==> config.mk <==
export PLATFORM = sky130hd
export DESIGN_NAME = dense_ctrl
export DESIGN_NICKNAME = d
export VERILOG_FILES = /design/src/rtl/dense_ctrl.sv
export SDC_FILE = /design/constraint.sdc
export NUM_CORES = 1
export LEC_CHECK = 0
export CAP_MARGIN = 20
export CORE_ASPECT_RATIO = 0.75
export CORE_MARGIN = 4
export CORE_UTILIZATION = 30
export CTS_CLUSTER_DIAMETER = 40
export DETAILED_ROUTE_END_ITERATION = 6
export PLACE_DENSITY_LB_ADDON = 0.1
export SYNTH_ARGS = -nofsm -noshare
export SYNTH_HDL_FRONTEND = slang
export SYNTH_SLANG_ARGS = --single-unit
==> constraint.sdc <==
create_clock -name clk -period 4.68 [get_ports clk]
set_input_delay 0.936 -clock clk [delete_from_list [all_inputs] [get_ports clk]]
set_output_delay 0.936 -clock clk [all_outputs]
set_load 0.05 [all_outputs]
==> src/rtl/dense_ctrl.sv <==
// dense_ctrl -- sequencing controller for the dense (fully-connected) layer.
//
// Steps the dense MAC datapath through OUT_LEN output neurons. Each neuron
// gets IN_LEN products accumulated. The controller generates loop indices,
// the memory read strobe, the MAC clear/enable strobes and the result-write
// handshake. Every output is decoded from registered state, so no input
// reaches an output combinationally.
//
// Per neuron: CLR (1) -> RUN (IN_LEN) -> DRAIN (MAC_LAT) -> WRITE (>=1),
// and one DONE cycle after the last neuron.
//
// Ports:
//   clk        clock, rising edge
//   rst        asynchronous reset, active-high
//   start      begin layer computation; only looked at in IDLE
//   in_idx     input-neuron index (input buffer / weight column address)
//   out_idx    output-neuron index (weight row / bias / result address)
//   rd_en      read strobe for input/weight memories (1-cycle read latency)
//   mac_clr    load accumulator with bias / zero
//   mac_en     accumulate current product (rd_en delayed one cycle)
//   res_valid  accumulator result valid for out_idx
//   res_ready  result sink accepts; transfer on res_valid & res_ready
//   busy       high in every state except IDLE
//   done       one-cycle pulse after the last result transfer
module dense_ctrl #(
  parameter int IN_LEN  = 64,
  parameter int OUT_LEN = 10,
  parameter int IN_W    = 6,
  parameter int OUT_W   = 4,
  parameter int MAC_LAT = 2
) (
  input  logic             clk,
  input  logic             rst,
  input  logic             start,
  output logic [IN_W-1:0]  in_idx,
  output logic [OUT_W-1:0] out_idx,
  output logic             rd_en,
  output logic             mac_clr,
  output logic             mac_en,
  output logic             res_valid,
  input  logic             res_ready,
  output logic             busy,
  output logic             done
);

  localparam int DRN_W = (MAC_LAT > 1) ? $clog2(MAC_LAT) : 1;
  localparam logic [IN_W-1:0]  IN_LAST  = IN_W'(IN_LEN - 1);
  localparam logic [OUT_W-1:0] OUT_LAST = OUT_W'(OUT_LEN - 1);
  localparam logic [DRN_W-1:0] DRN_LAST = DRN_W'(MAC_LAT - 1);

  typedef enum logic [2:0] {
    IDLE  = 3'd0,
    CLR   = 3'd1,
    RUN   = 3'd2,
    DRAIN = 3'd3,
    WRITE = 3'd4,
    DONE  = 3'd5
  } state_t;

  state_t           state_q, state_d;
  logic [IN_W-1:0]  in_idx_q, in_idx_d;
  logic [OUT_W-1:0] out_idx_q, out_idx_d;
  logic [DRN_W-1:0] drn_q, drn_d;
  logic             mac_en_p1;

  // State and counter registers
  always_ff @(posedge clk or posedge rst) begin
    if (rst) begin
      state_q   <= IDLE;
      in_idx_q  <= '0;
      out_idx_q <= '0;
      drn_q     <= '0;
      mac_en_p1 <= 1'b0;
    end else begin
      state_q   <= state_d;
      in_idx_q  <= in_idx_d;
      out_idx_q <= out_idx_d;
      drn_q     <= drn_d;
      // MAC stage sees the operand one cycle after the read strobe
      mac_en_p1 <= (state_q == RUN);
    end
  end

  // Next-state and counter update
  always_comb begin
    state_d   = state_q;
    in_idx_d  = in_idx_q;
    out_idx_d = out_idx_q;
    drn_d     = drn_q;
    unique case (state_q)
      IDLE: begin
        if (start) state_d = CLR;
      end
      CLR: begin
        in_idx_d = '0;
        drn_d    = '0;
        state_d  = RUN;
      end
      RUN: begin
        if (in_idx_q == IN_LAST) begin
          in_idx_d = '0;
          drn_d    = '0;
          state_d  = DRAIN;
        end else begin
          in_idx_d = in_idx_q + 1'b1;
        end
      end
      DRAIN: begin
        // Wait out the MAC pipeline so the accumulator holds the final sum
        if (drn_q == DRN_LAST) begin
          drn_d   = '0;
          state_d = WRITE;
        end else begin
          drn_d = drn_q + 1'b1;
        end
      end
      WRITE: begin
        if (res_ready) begin
          if (out_idx_q == OUT_LAST) begin
            out_idx_d = '0;
            state_d   = DONE;
          end else begin
            out_idx_d = out_idx_q + 1'b1;
            state_d   = CLR;
          end
        end
      end
      DONE: begin
        state_d = IDLE;
      end
      default: begin
        state_d = IDLE;
      end
    endcase
  end

  assign in_idx    = in_idx_q;
  assign out_idx   = out_idx_q;
  assign rd_en     = (state_q == RUN);
  assign mac_clr   = (state_q == CLR);
  assign mac_en    = mac_en_p1;
  assign res_valid = (state_q == WRITE);
  assign busy      = (state_q != IDLE);
  assign done      = (state_q == DONE);

endmodule
==> results.md, run 1 <==
- Die W: 67.8 um
- Status: completed
- Syn-to-layout area delta: 30.4%
- CP Max Fanout: 12
- Placement row count: 15
- Initial antenna violation count: 0
- Via density: 4.99
- Slew @ Worst Pin: 0.572 ns
- Root buffer cell: clkbuf_4
- First-pass GRT wire length: 2.73 mm
- Routed Antenna Nets: 0
- Critical path cell sequence: or3b_1 > inv_1 > clkdlybuf4s50_1
- Number of remaining DRC errors: 0
- Total track usage: 10.6%
- Syn nets: 86
- WL/cell: 12.5 um
- Via count: 669
- Area leader, netlist: dfrtp_1
- Pwr dens: 711 mW/mm2
- Cells after synthesis: 81
- Final slew viol count: 0
- Max-Cap Viols: 0
- DIE AREA: 0.00358 mm2
- Primary FF master, synth: dfrtp_1
- CP arrival: 2.34 ns
- Critical path class: flop to primary output
- TritonCTS clock tree: done
- GRT overflow: 0
- Seq/Total Area, Yosys: 46.7%
- Boundary Pins: 20
- Cell Area, Synth: 803 um2
- Fin Clk Skew: 0.00459 ns
- CTS clk-pin slew, worst paths: 0.08 ns
- Post-CTS setup buffer count: 0
- Power share of the clock group: 9.8%
- Final setup TNS: 0 ns
- Setup violations, final: 0
- Clock insertion delay at the later pin of the skew report: 0.28 ns
- Cell with the most instances after synthesis: dfrtp_1
- Vias in the first global route: 575
- Combinational Power Share: 56.2%
- Leak: 0.456 nW
- Placed instance count: 130
- Diode count: 0
- Slowest CP cell: clkdlybuf4s50_1
- Register share of total power: 34.0%
- Initial Util: 33.2%
- Critical Path RT: 3.74 ns
- Pint: 0.364 mW
- Number of library cell types mapped by synthesis: 32
- CP peak stage delay: 0.83 ns
- RSZ-0062 raised after global routing: false
- Period Utilization, post-route: 69.9%
- Hold_buf cts: 0
- Clk buf depth: 2
- CTS resizes: 0
- Synth top area cells: dfrtp_1 47%, nand3_1 5.0%, nand2_1 3.3%, a22o_1 3.3%, inv_1 2.8%
- Synth Register Bits: 15
- Non-Filler Instances: 134
- Drt total wl: 1.67 mm
- Largest net degree at the start of global routing: 16
- First drt pass iteration count: 4
- Max transition margin: 61.8%
- Ys async rst share: 100%
- Clock Sinks: 15
- Total power: 0.745 mW
- Detailed-placement wirelength estimate: 1.25 mm
- Fin nets: 106
- Avg Inst Size Synth: 9.92 um2
- Share of layout cells above drive strength 1: 9.00%
- Switching pwr: 0.381 mW
- Top cell type's share of synthesized area: 46.7%
- Htree depth: 1
- CTS Buf Count: 3
- Port Buffers: 19
- Synthesis warning total: 0
- Peak VDD IR: 0.000230 V
- CP endpoint kind: primary output
- FMAX: 306 MHz
- Top post-synthesis cells by count: 15 x dfrtp_1, 8 x nand3_1, 7 x nand2_1
- Worst min path class: flop to flop
- Worst Path Buf+Inv: 2
- Tmin final: 3.27 ns
- Height of the chip: 52.8 um
- Critical Path Start Type: flop
- DR iter-0 viols: 23
- CORE AREA: 0.00242 mm2
- Post-synth EDFFs: 0
- Delay-heaviest family, CP: buffers and inverters
- GP Congestion: 0.742
- Final Hold Fails: 0
- Sw frac: 51.2%
registers in the layout, indices dropped and copies added (netlist names):
register  flops
drn_q         1
in_idx        6
mac_en        1
out_idx       4
state_q       3
power groups by stage:
stage / Combinational [mW] / Clock, mW / Sequential [mW]
3_5_place_dp: 0.422 / 0 / 0.256
3_3_place_gp: 0.422 / 0 / 0.254
5_1_grt: 0.445 / 0.0859 / 0.264
4_1_cts: 0.423 / 0.0779 / 0.252
2_1_floorplan: 0.203 / 0 / 0.345
6_report: 0.419 / 0.0728 / 0.253
metrics by stage:
| step | util [%] | setup WS [ns] | hold WS [ns] | cell area, um2 |
|---|---|---|---|---|
| after floorplan | - | 1.96 | 0.492 | 803 |
| after global placement | 42.1 | 1.73 | 0.549 | 1020 |
| after detailed placement | 42.1 | 1.70 | 0.552 | 1020 |
| after CTS | 43.3 | 1.37 | 0.551 | 1050 |
| after global routing | 43.3 | 1.26 | 0.578 | 1050 |
| final | 43.3 | 1.41 | 0.552 | 1050 |
worst paths after layout:
check | slack [ns] | endpoint | cells after the start | start
hold reg to reg | 0.55 | state_q[1]$_DFFE_PP0P_ | 1 | drn_q$_DFFE_PP0P_
max in group asynchronous | 3.30 | state_q[2]$_DFFE_PP0P_ | 2 | rst
min in group asynchronous | 1.00 | out_idx[3]$_DFFE_PP0P_ | 2 | rst
setup / recovery | 1.41 | rd_en | 3 | state_q[0]$_DFFE_PP0P_
hold / removal | 0.55 | state_q[1]$_DFFE_PP0P_ | 1 | drn_q$_DFFE_PP0P_
setup reg to reg | 2.96 | in_idx[5]$_DFFE_PP0N_ | 3 | state_q[0]$_DFFE_PP0P_
worst register-to-register path: stages, from the launching register on:
cell and delay [ns]:
dfrtp_1 0.48, or3b_1 0.54, or4_4 0.56, o211ai_2 0.07
layout by cell type (no fill, tap or decap):
| cell | n |
|---|---|
| clkdlybuf4s50_1 | 19 |
| dfrtp_1 | 15 |
| nand3_1 | 8 |
| nand2_1 | 7 |
| inv_1 | 6 |
| o21ai_0 | 4 |
| or3_1 | 3 |
| a22o_1 | 3 |
| clkbuf_4 | 3 |
| or3b_1 | 2 |
| mux2_2 | 2 |
| mux2i_1 | 2 |
| nor2_1 | 2 |
| xnor2_1 | 2 |
| nor4bb_1 | 2 |
| nor3_1 | 2 |
| nor2b_1 | 2 |
| o211ai_1 | 1 |
| o21bai_1 | 1 |
| a31oi_1 | 1 |
| o311ai_0 | 1 |
| a21oi_1 | 1 |
| nand2b_1 | 1 |
| and4bb_1 | 1 |
| a31o_2 | 1 |
| or4_4 | 1 |
| o211ai_2 | 1 |
| nor3b_1 | 1 |
| and3_1 | 1 |
| nand4b_1 | 1 |
| xor2_1 | 1 |
| ha_1 | 1 |
| clkinv_2 | 1 |
area by class of cell:
class                      instances  area [um2]
tap                               34        42.5
sequential                        15         375
inverter                           6        22.5
clock buffer                       3        22.5
multi-input combinational         56         389
fill                             246        1370
clock inverter                     1        5.00
timing repair buffer              19         190
per-layer routing:
layer  vias to the layer above  wire length, um  GRT usage (%)
met2                        14              653           13.9
met3                         2               84           4.51
li1                        328                -              -
met5                         -                0              0
met1                       325              909           14.9
met4                         0               22           4.04
cell families after synthesis:
kind of cell / count (synthesis) / share of synthesized area (%)
xor+xnor: 3 / 3.27
compound gates: 14 / 12.8
flops: 15 / 46.7
buf+inv: 10 / 4.83
fa+ha+maj: 1 / 1.56
simple gates: 34 / 25.5
mux: 4 / 5.30
(Power assumes the default switching activity.)
==> run 2: changes to the inputs <==
clock period = 3.2 ns   (was 4.68 ns; I/O delays follow)
==> results of run 2 <==
The final DEF is identical to that of run 1. Status: completed.
Among the figures that moved: final weighted congestion in routability-driven placement 0.742 -> 0.743; setup slack after placement 1.70 ns -> 0.514 ns; setup slack after layout 1.41 ns -> 0.225 ns; register-to-register setup slack 2.96 ns -> 1.48 ns; total power 0.745 mW -> 1.09 mW; worst IR drop on VDD 0.000230 V -> 0.000336 V
==> run 3: changes to the inputs <==
TNS_END_PERCENT = 100   (was not set)
==> results of run 3 <==
The final DEF is identical to that of run 1. Status: completed.
Among the figures that moved: final weighted congestion in routability-driven placement 0.742 -> 0.743; setup slack after placement 1.70 ns -> 0.514 ns; setup slack after layout 1.41 ns -> 0.225 ns; register-to-register setup slack 2.96 ns -> 1.48 ns; total power 0.745 mW -> 1.09 mW; worst IR drop on VDD 0.000230 V -> 0.000336 V
